**src/rtl/engine_clause_loader.sv**
```systemverilog
// Per-engine clause receive stage: queues clause nodes, latches the pointer bundle,
// and gates delivery to the BCP engine with a LOAD/RUN state machine.
// Latency: push at cycle N -> head visible at N+1 (show-ahead, no same-cycle bypass).
// Backpressure: pop_in consumes the head only in RUN; a push into a full queue without
//   a concurrent pop is dropped and flagged by the sticky overflow_out.
// Ports: clock/reset (sync, active-high); clause_in/clause_valid_in push side;
//   ptr_in/ptr_valid_in pointer-bundle load; flush_in clears everything back to LOAD;
//   pop_in/clause_out/clause_valid_out engine side; ptr_table_out/ptr_table_valid_out
//   latched bundle; engine_start_out one-cycle start pulse; count/full/empty/overflow status.
module engine_clause_loader #(
    parameter int CLQ_DEPTH   = 64,
    parameter int LIT_IDX_MAX = 4,
    parameter int NODE_W      = 32,
    parameter int PTR_W       = 16,
    localparam int AW         = $clog2(CLQ_DEPTH),
    localparam int CW         = AW + 1,
    localparam int BUNDLE_W   = 2 * LIT_IDX_MAX * PTR_W
) (
    input  logic                clock,
    input  logic                reset,
    input  logic [NODE_W-1:0]   clause_in,
    input  logic                clause_valid_in,
    input  logic [BUNDLE_W-1:0] ptr_in,
    input  logic                ptr_valid_in,
    input  logic                flush_in,
    input  logic                pop_in,
    output logic [NODE_W-1:0]   clause_out,
    output logic                clause_valid_out,
    output logic [BUNDLE_W-1:0] ptr_table_out,
    output logic                ptr_table_valid_out,
    output logic                engine_start_out,
    output logic [CW-1:0]       count_out,
    output logic                full_out,
    output logic                empty_out,
    output logic                overflow_out
);

    typedef enum logic {ST_LOAD, ST_RUN} state_t;

    state_t              state_q, state_d;
    logic [AW-1:0]       rd_ptr_q, rd_ptr_d;
    logic [AW-1:0]       wr_ptr_q, wr_ptr_d;
    logic [CW-1:0]       count_q, count_d;
    logic [BUNDLE_W-1:0] ptr_tbl_q, ptr_tbl_d;
    logic                overflow_q, overflow_d;
    logic                start_q, start_d;
    logic [NODE_W-1:0]   mem_q [CLQ_DEPTH];

    logic full, empty, run, pop_fire, push_ok, mem_we;

    assign full     = (count_q == CW'(CLQ_DEPTH));
    assign empty    = (count_q == '0);
    assign run      = (state_q == ST_RUN);
    assign pop_fire = run & ~empty & pop_in;
    // A pop in the same cycle frees the slot a full-queue push needs.
    assign push_ok  = clause_valid_in & (~full | pop_fire);

    always_comb begin
        state_d    = state_q;
        rd_ptr_d   = rd_ptr_q;
        wr_ptr_d   = wr_ptr_q;
        count_d    = count_q;
        ptr_tbl_d  = ptr_tbl_q;
        overflow_d = overflow_q;
        start_d    = 1'b0;
        mem_we     = 1'b0;
        if (flush_in) begin
            // Flush outranks push, pop and pointer load in the same cycle.
            state_d    = ST_LOAD;
            rd_ptr_d   = '0;
            wr_ptr_d   = '0;
            count_d    = '0;
            ptr_tbl_d  = '0;
            overflow_d = 1'b0;
        end else begin
            if (push_ok) begin
                mem_we   = 1'b1;
                wr_ptr_d = wr_ptr_q + AW'(1);
            end
            if (pop_fire) begin
                rd_ptr_d = rd_ptr_q + AW'(1);
            end
            if (push_ok && !pop_fire) begin
                count_d = count_q + CW'(1);
            end else if (!push_ok && pop_fire) begin
                count_d = count_q - CW'(1);
            end
            if (clause_valid_in && !push_ok) begin
                overflow_d = 1'b1;
            end
            if (ptr_valid_in) begin
                ptr_tbl_d = ptr_in;
                state_d   = ST_RUN;
                // Reloading the table while already running does not restart the engine.
                start_d   = (state_q == ST_LOAD);
            end
        end
    end

    always_ff @(posedge clock) begin
        if (reset) begin
            state_q    <= ST_LOAD;
            rd_ptr_q   <= '0;
            wr_ptr_q   <= '0;
            count_q    <= '0;
            ptr_tbl_q  <= '0;
            overflow_q <= 1'b0;
            start_q    <= 1'b0;
        end else begin
            state_q    <= state_d;
            rd_ptr_q   <= rd_ptr_d;
            wr_ptr_q   <= wr_ptr_d;
            count_q    <= count_d;
            ptr_tbl_q  <= ptr_tbl_d;
            overflow_q <= overflow_d;
            start_q    <= start_d;
        end
    end

    // Storage needs no reset: stale entries are unreachable once the pointers clear.
    always_ff @(posedge clock) begin
        if (mem_we) begin
            mem_q[wr_ptr_q] <= clause_in;
        end
    end

    assign clause_out          = empty ? '0 : mem_q[rd_ptr_q];
    assign clause_valid_out    = run & ~empty;
    assign ptr_table_out       = ptr_tbl_q;
    assign ptr_table_valid_out = run;
    assign engine_start_out    = start_q;
    assign count_out           = count_q;
    assign full_out            = full;
    assign empty_out           = empty;
    assign overflow_out        = overflow_q;

endmodule

```
**config.mk**
```make
export PLATFORM = sky130hd
export DESIGN_NAME = engine_clause_loader
export DESIGN_NICKNAME = d
export VERILOG_FILES = /design/src/rtl/engine_clause_loader.sv
export SDC_FILE = /design/constraint.sdc
export NUM_CORES = 2
export LEC_CHECK = 0
export BUFFER_PORTS_ARGS = -buffer_cell sky130_fd_sc_hd__buf_2
export CORE_ASPECT_RATIO = 0.6
export CORE_UTILIZATION = 34
export CTS_CLUSTER_DIAMETER = 30
export DETAILED_ROUTE_END_ITERATION = 7
export GPL_TIMING_DRIVEN = 0
export SLEW_MARGIN = 40
export SYNTH_ARGS = -nofsm -noshare
export SYNTH_HDL_FRONTEND = slang
export SYNTH_SLANG_ARGS = --single-unit
```
**constraint.sdc**
```tcl
create_clock -name clock -period 3.15 [get_ports clock]
set_input_delay 0.63 -clock clock [delete_from_list [all_inputs] [get_ports clock]]
set_output_delay 0.63 -clock clock [all_outputs]
set_load 0.03 [all_outputs]
```
==> flow_metrics.tcl <==
set metrics [dict create \
    maxCapViolCount 0 \
    synth_top_area_share_pct 73.3 \
    mostFrequentLayoutCells "2048 x edfxtp_1, 573 x mux4_2, 315 x clkbuf_16" \
    cp.required_ps 2520 \
    drive_gt1_share_pct 43.3 \
    status "finished with violations" \
    top_level_ports 339 \
    final_common_cell "edfxtp_1" \
    clk_path_buf_depth 4 \
    grt_setup_unrepaired "true" \
    ant_nets 0 \
    cp_num_buf_inv 3 \
    seq_power_share_pct 46.4 \
    seq_area_frac_synth_pct 77.0 \
    synth.area.top_cells "edfxtp_1 73%, mux4_2 15%, dfxtp_1 3.7%" \
    grt_overflow_total 0 \
    crit_family "simple AND/OR/NAND/NOR gates" \
    post-route-min-period_ps 4430 \
    power_mw 69.2 \
    synth-seq-cells 2204 \
    cp_data_arrival_time_ps 3800 \
    clkTransAtPathRegs_ps 60 \
    worst_path_largest_cell_delay_ps 480 \
    synth_edf_count 2048 \
    htreeDepth 5 \
    antenna_found_initial 13 \
    cts_root_buf "clkbuf_16" \
    hold_class "in2reg" \
    drtPass1Iterations 6 \
    viasPerCell 5.77 \
    yosysWarnings 0 \
    synth_cell_type_count 52 \
    comb_power_share_pct 4.0 \
    fin_crit_sh_pct 141 \
    p_clk_share_pct 49.6 \
    violations "setup timing" \
    fmax_mhz 226 \
    ir_drop_mv 0.391 \
    layout_setup_ws_ps -1280 \
    tritoncts.num_buffers 296 \
    dr_total_vias 48700 \
    dpl.hpwl_mm 198 \
    critical_path_class "reg2out" \
    hold_viol 0 \
    synthFlopType "edfxtp_1" \
    setup_viol 60 \
    clock_sinks 2204 \
    routed_wl_mm 293 \
    crit_path_start_kind "register" \
    track_usage_pct 22.8 \
    coreArea_um2 244000 \
    syn_to_final_growth_pct 32.2 \
    syn-num-nets 3974 \
    grt_pass1_wl_mm 391 \
    power.density_nw_per_um2 624 \
    rows 140 \
    first_global_vias 46600 \
    yosysTopAreaCell "edfxtp_1" \
    final_util_pct 45.5 \
    synthCells 3798 \
    p_sw_share_pct 22.5 \
    worstMarginPinSlew_ps 902 \
    syn-cell-area_um2 83900 \
    endpoint_kind "primary output" \
    die_area_um2 249000 \
    drtIter0Drc 7795 \
    cp_max_fo 10 \
    dp_cells 7611 \
    clk_latency_ps 880 \
    finish.net_count 5117 \
    globalplace.congestion 0.866 \
    critPathSlowestCell "nand2_2" \
    fp.dieW_um 643 \
    fin_skew_ps 79.7 \
    synthArstFlopShare_pct 0 \
    initial_core_util_pct 34.4 \
    path_cells "clkbuf_2 -> nand2_2 -> nor2_4 -> clkbuf_8 -> a32o_2 -> a221o_1 -> buf_6" \
    syn_avg_cell_area_um2 22.1 \
    place_ws_ps -2070 \
    drc 0 \
    slew_headroom_pct 39.9 \
    p_leak_nw 36.3 \
    maxSlewViolCount 0 \
    wire_per_inst_um 34.7 \
    internal-power_mw 53.6 \
    die_h_um 387 \
    grt_max_degree 65 \
    port_buffers 337 \
    fin_cells 8444 \
    fill_cells 20000 \
    cts_tree "yes" \
    power.switching_mw 15.6 \
]
==> synthesized netlist by cell type (3+ instances only) <==
| cell type | instances |
|---|---|
| a221oi_1 | 7 |
| dfxtp_1 | 156 |
| a21o_1 | 3 |
| or3_1 | 3 |
| nor3_1 | 9 |
| nand3b_1 | 4 |
| and2_1 | 7 |
| xnor2_1 | 3 |
| edfxtp_1 | 2048 |
| a21oi_1 | 33 |
| a32oi_1 | 5 |
| nand2b_1 | 4 |
| inv_1 | 8 |
| a22oi_1 | 46 |
| buf_2 | 60 |
| buf_1 | 30 |
| a31oi_1 | 5 |
| mux4_2 | 573 |
| ha_1 | 9 |
| nand3_1 | 25 |
| nor4_1 | 4 |
| a32o_1 | 7 |
| clkbuf_1 | 65 |
| xor2_1 | 11 |
| a221o_1 | 8 |
| mux2i_1 | 201 |
| nor2_1 | 253 |
| mux2_2 | 9 |
| nand4_1 | 12 |
| nand2_1 | 51 |
| buf_6 | 10 |
| o22ai_1 | 10 |
| a211oi_1 | 10 |
| o21ai_0 | 15 |
| buf_4 | 39 |
| nor2b_1 | 25 |
| a22o_1 | 6 |
| and3_1 | 4 |
==> through the flow <==
stage / setup TNS [ps] / area, um2 / hold slack [ps]
2_1_floorplan: -518670 / 84000 / 463
3_3_place_gp: -5828110 / 89700 / 451
3_5_place_dp: -415860 / 95100 / 463
4_1_cts: -36200 / 109000 / 0.0787
5_1_grt: -40230 / 111000 / 24.5
6_report: -36400 / 111000 / 41.2
==> power by group through the flow <==
| stage | Clock (mW) | Combinational (mW) | Sequential [mW] |
|---|---|---|---|
| floorplan | 0 | 0.795 | 32.8 |
| global placement | 0 | 2.02 | 32.7 |
| detailed placement | 0 | 2.17 | 32.7 |
| CTS | 34.5 | 2.57 | 32.1 |
| global route | 35.8 | 2.87 | 32.1 |
| finish | 34.4 | 2.76 | 32.1 |
==> worst paths after layout <==
| kind | endpoint | from | slack (ps) | depth (start not counted) |
|---|---|---|---|---|
| setup reg to reg | mem_q[15][5] | ptr_table_valid_out | -30 | 9 |
| setup / recovery | clause_out[28] | register | -1280 | 7 |
| hold / removal | ptr_table_out[125] | ptr_in[125] | 40 | 3 |
| hold reg to reg | overflow_out | overflow_out | 490 | 2 |
==> registers in the layout (all words and copies together) (netlist names), named ones only <==
| name | count |
|---|---|
| wr_ptr_q | 6 |
| overflow_out | 1 |
| mem_q | 2048 |
| ptr_table_out | 128 |
| engine_start_out | 1 |
| count_out | 7 |
| rd_ptr_q | 6 |
| ptr_table_valid_out | 1 |
==> kinds of logic (layout without fill, tap and decap cells) <==
kind of cell / Yosys count / after routing / share of synthesized area [%]
other cells: 0 / 7 / 0
xor+xnor: 14 / 14 / 0.146
compound gates: 168 / 168 / 1.42
fa+ha+maj: 10 / 10 / 0.158
mux: 783 / 783 / 17.9
buf+inv: 214 / 1587 / 1.31
simple gates: 405 / 405 / 2.07
flops: 2204 / 2204 / 77.0
==> area by class of cell <==
cell class	count	area [um2]	share of cell area, %
sequential	2204	64600	58.3
clock inverter	207	2330	2.10
antenna	7	17.5	0.0158
buffer	203	2640	2.38
multi-input combinational	1380	19700	17.8
clock buffer	321	7730	6.97
tap	3266	4090	3.68
inverter	10	57.6	0.0519
timing repair buffer	846	9730	8.77
==> tightest hold or removal path, stage by stage <==
cell	delay, ps
buf_2	70
mux2i_1	50
nor2_1	80
==> repair_timing <==
| item | CTS | global route |
|---|---|---|
| pin swaps | 56 | 74 |
| buffers inserted | 83 | 121 |
| cloned | 2 | 5 |
| hold buffers | 90 | 0 |
| hold endpoints to repair | 90 | 0 |
| resized for setup | 562 | 165 |
| endpoints found under the setup margin | 1493 | 221 |
==> per-layer routing <==
| layer | global-route usage (%) | vias to the layer above | wire [um] |
|---|---|---|---|
| li1 | - | 18400 | - |
| met1 | 32.7 | 25700 | 115000 |
| met2 | 31.5 | 3946 | 122000 |
| met3 | 8.67 | 636 | 45400 |
| met4 | 7.97 | 6 | 10800 |
| met5 | 0 | - | 42 |
Power figures use the tool's default switching activity.
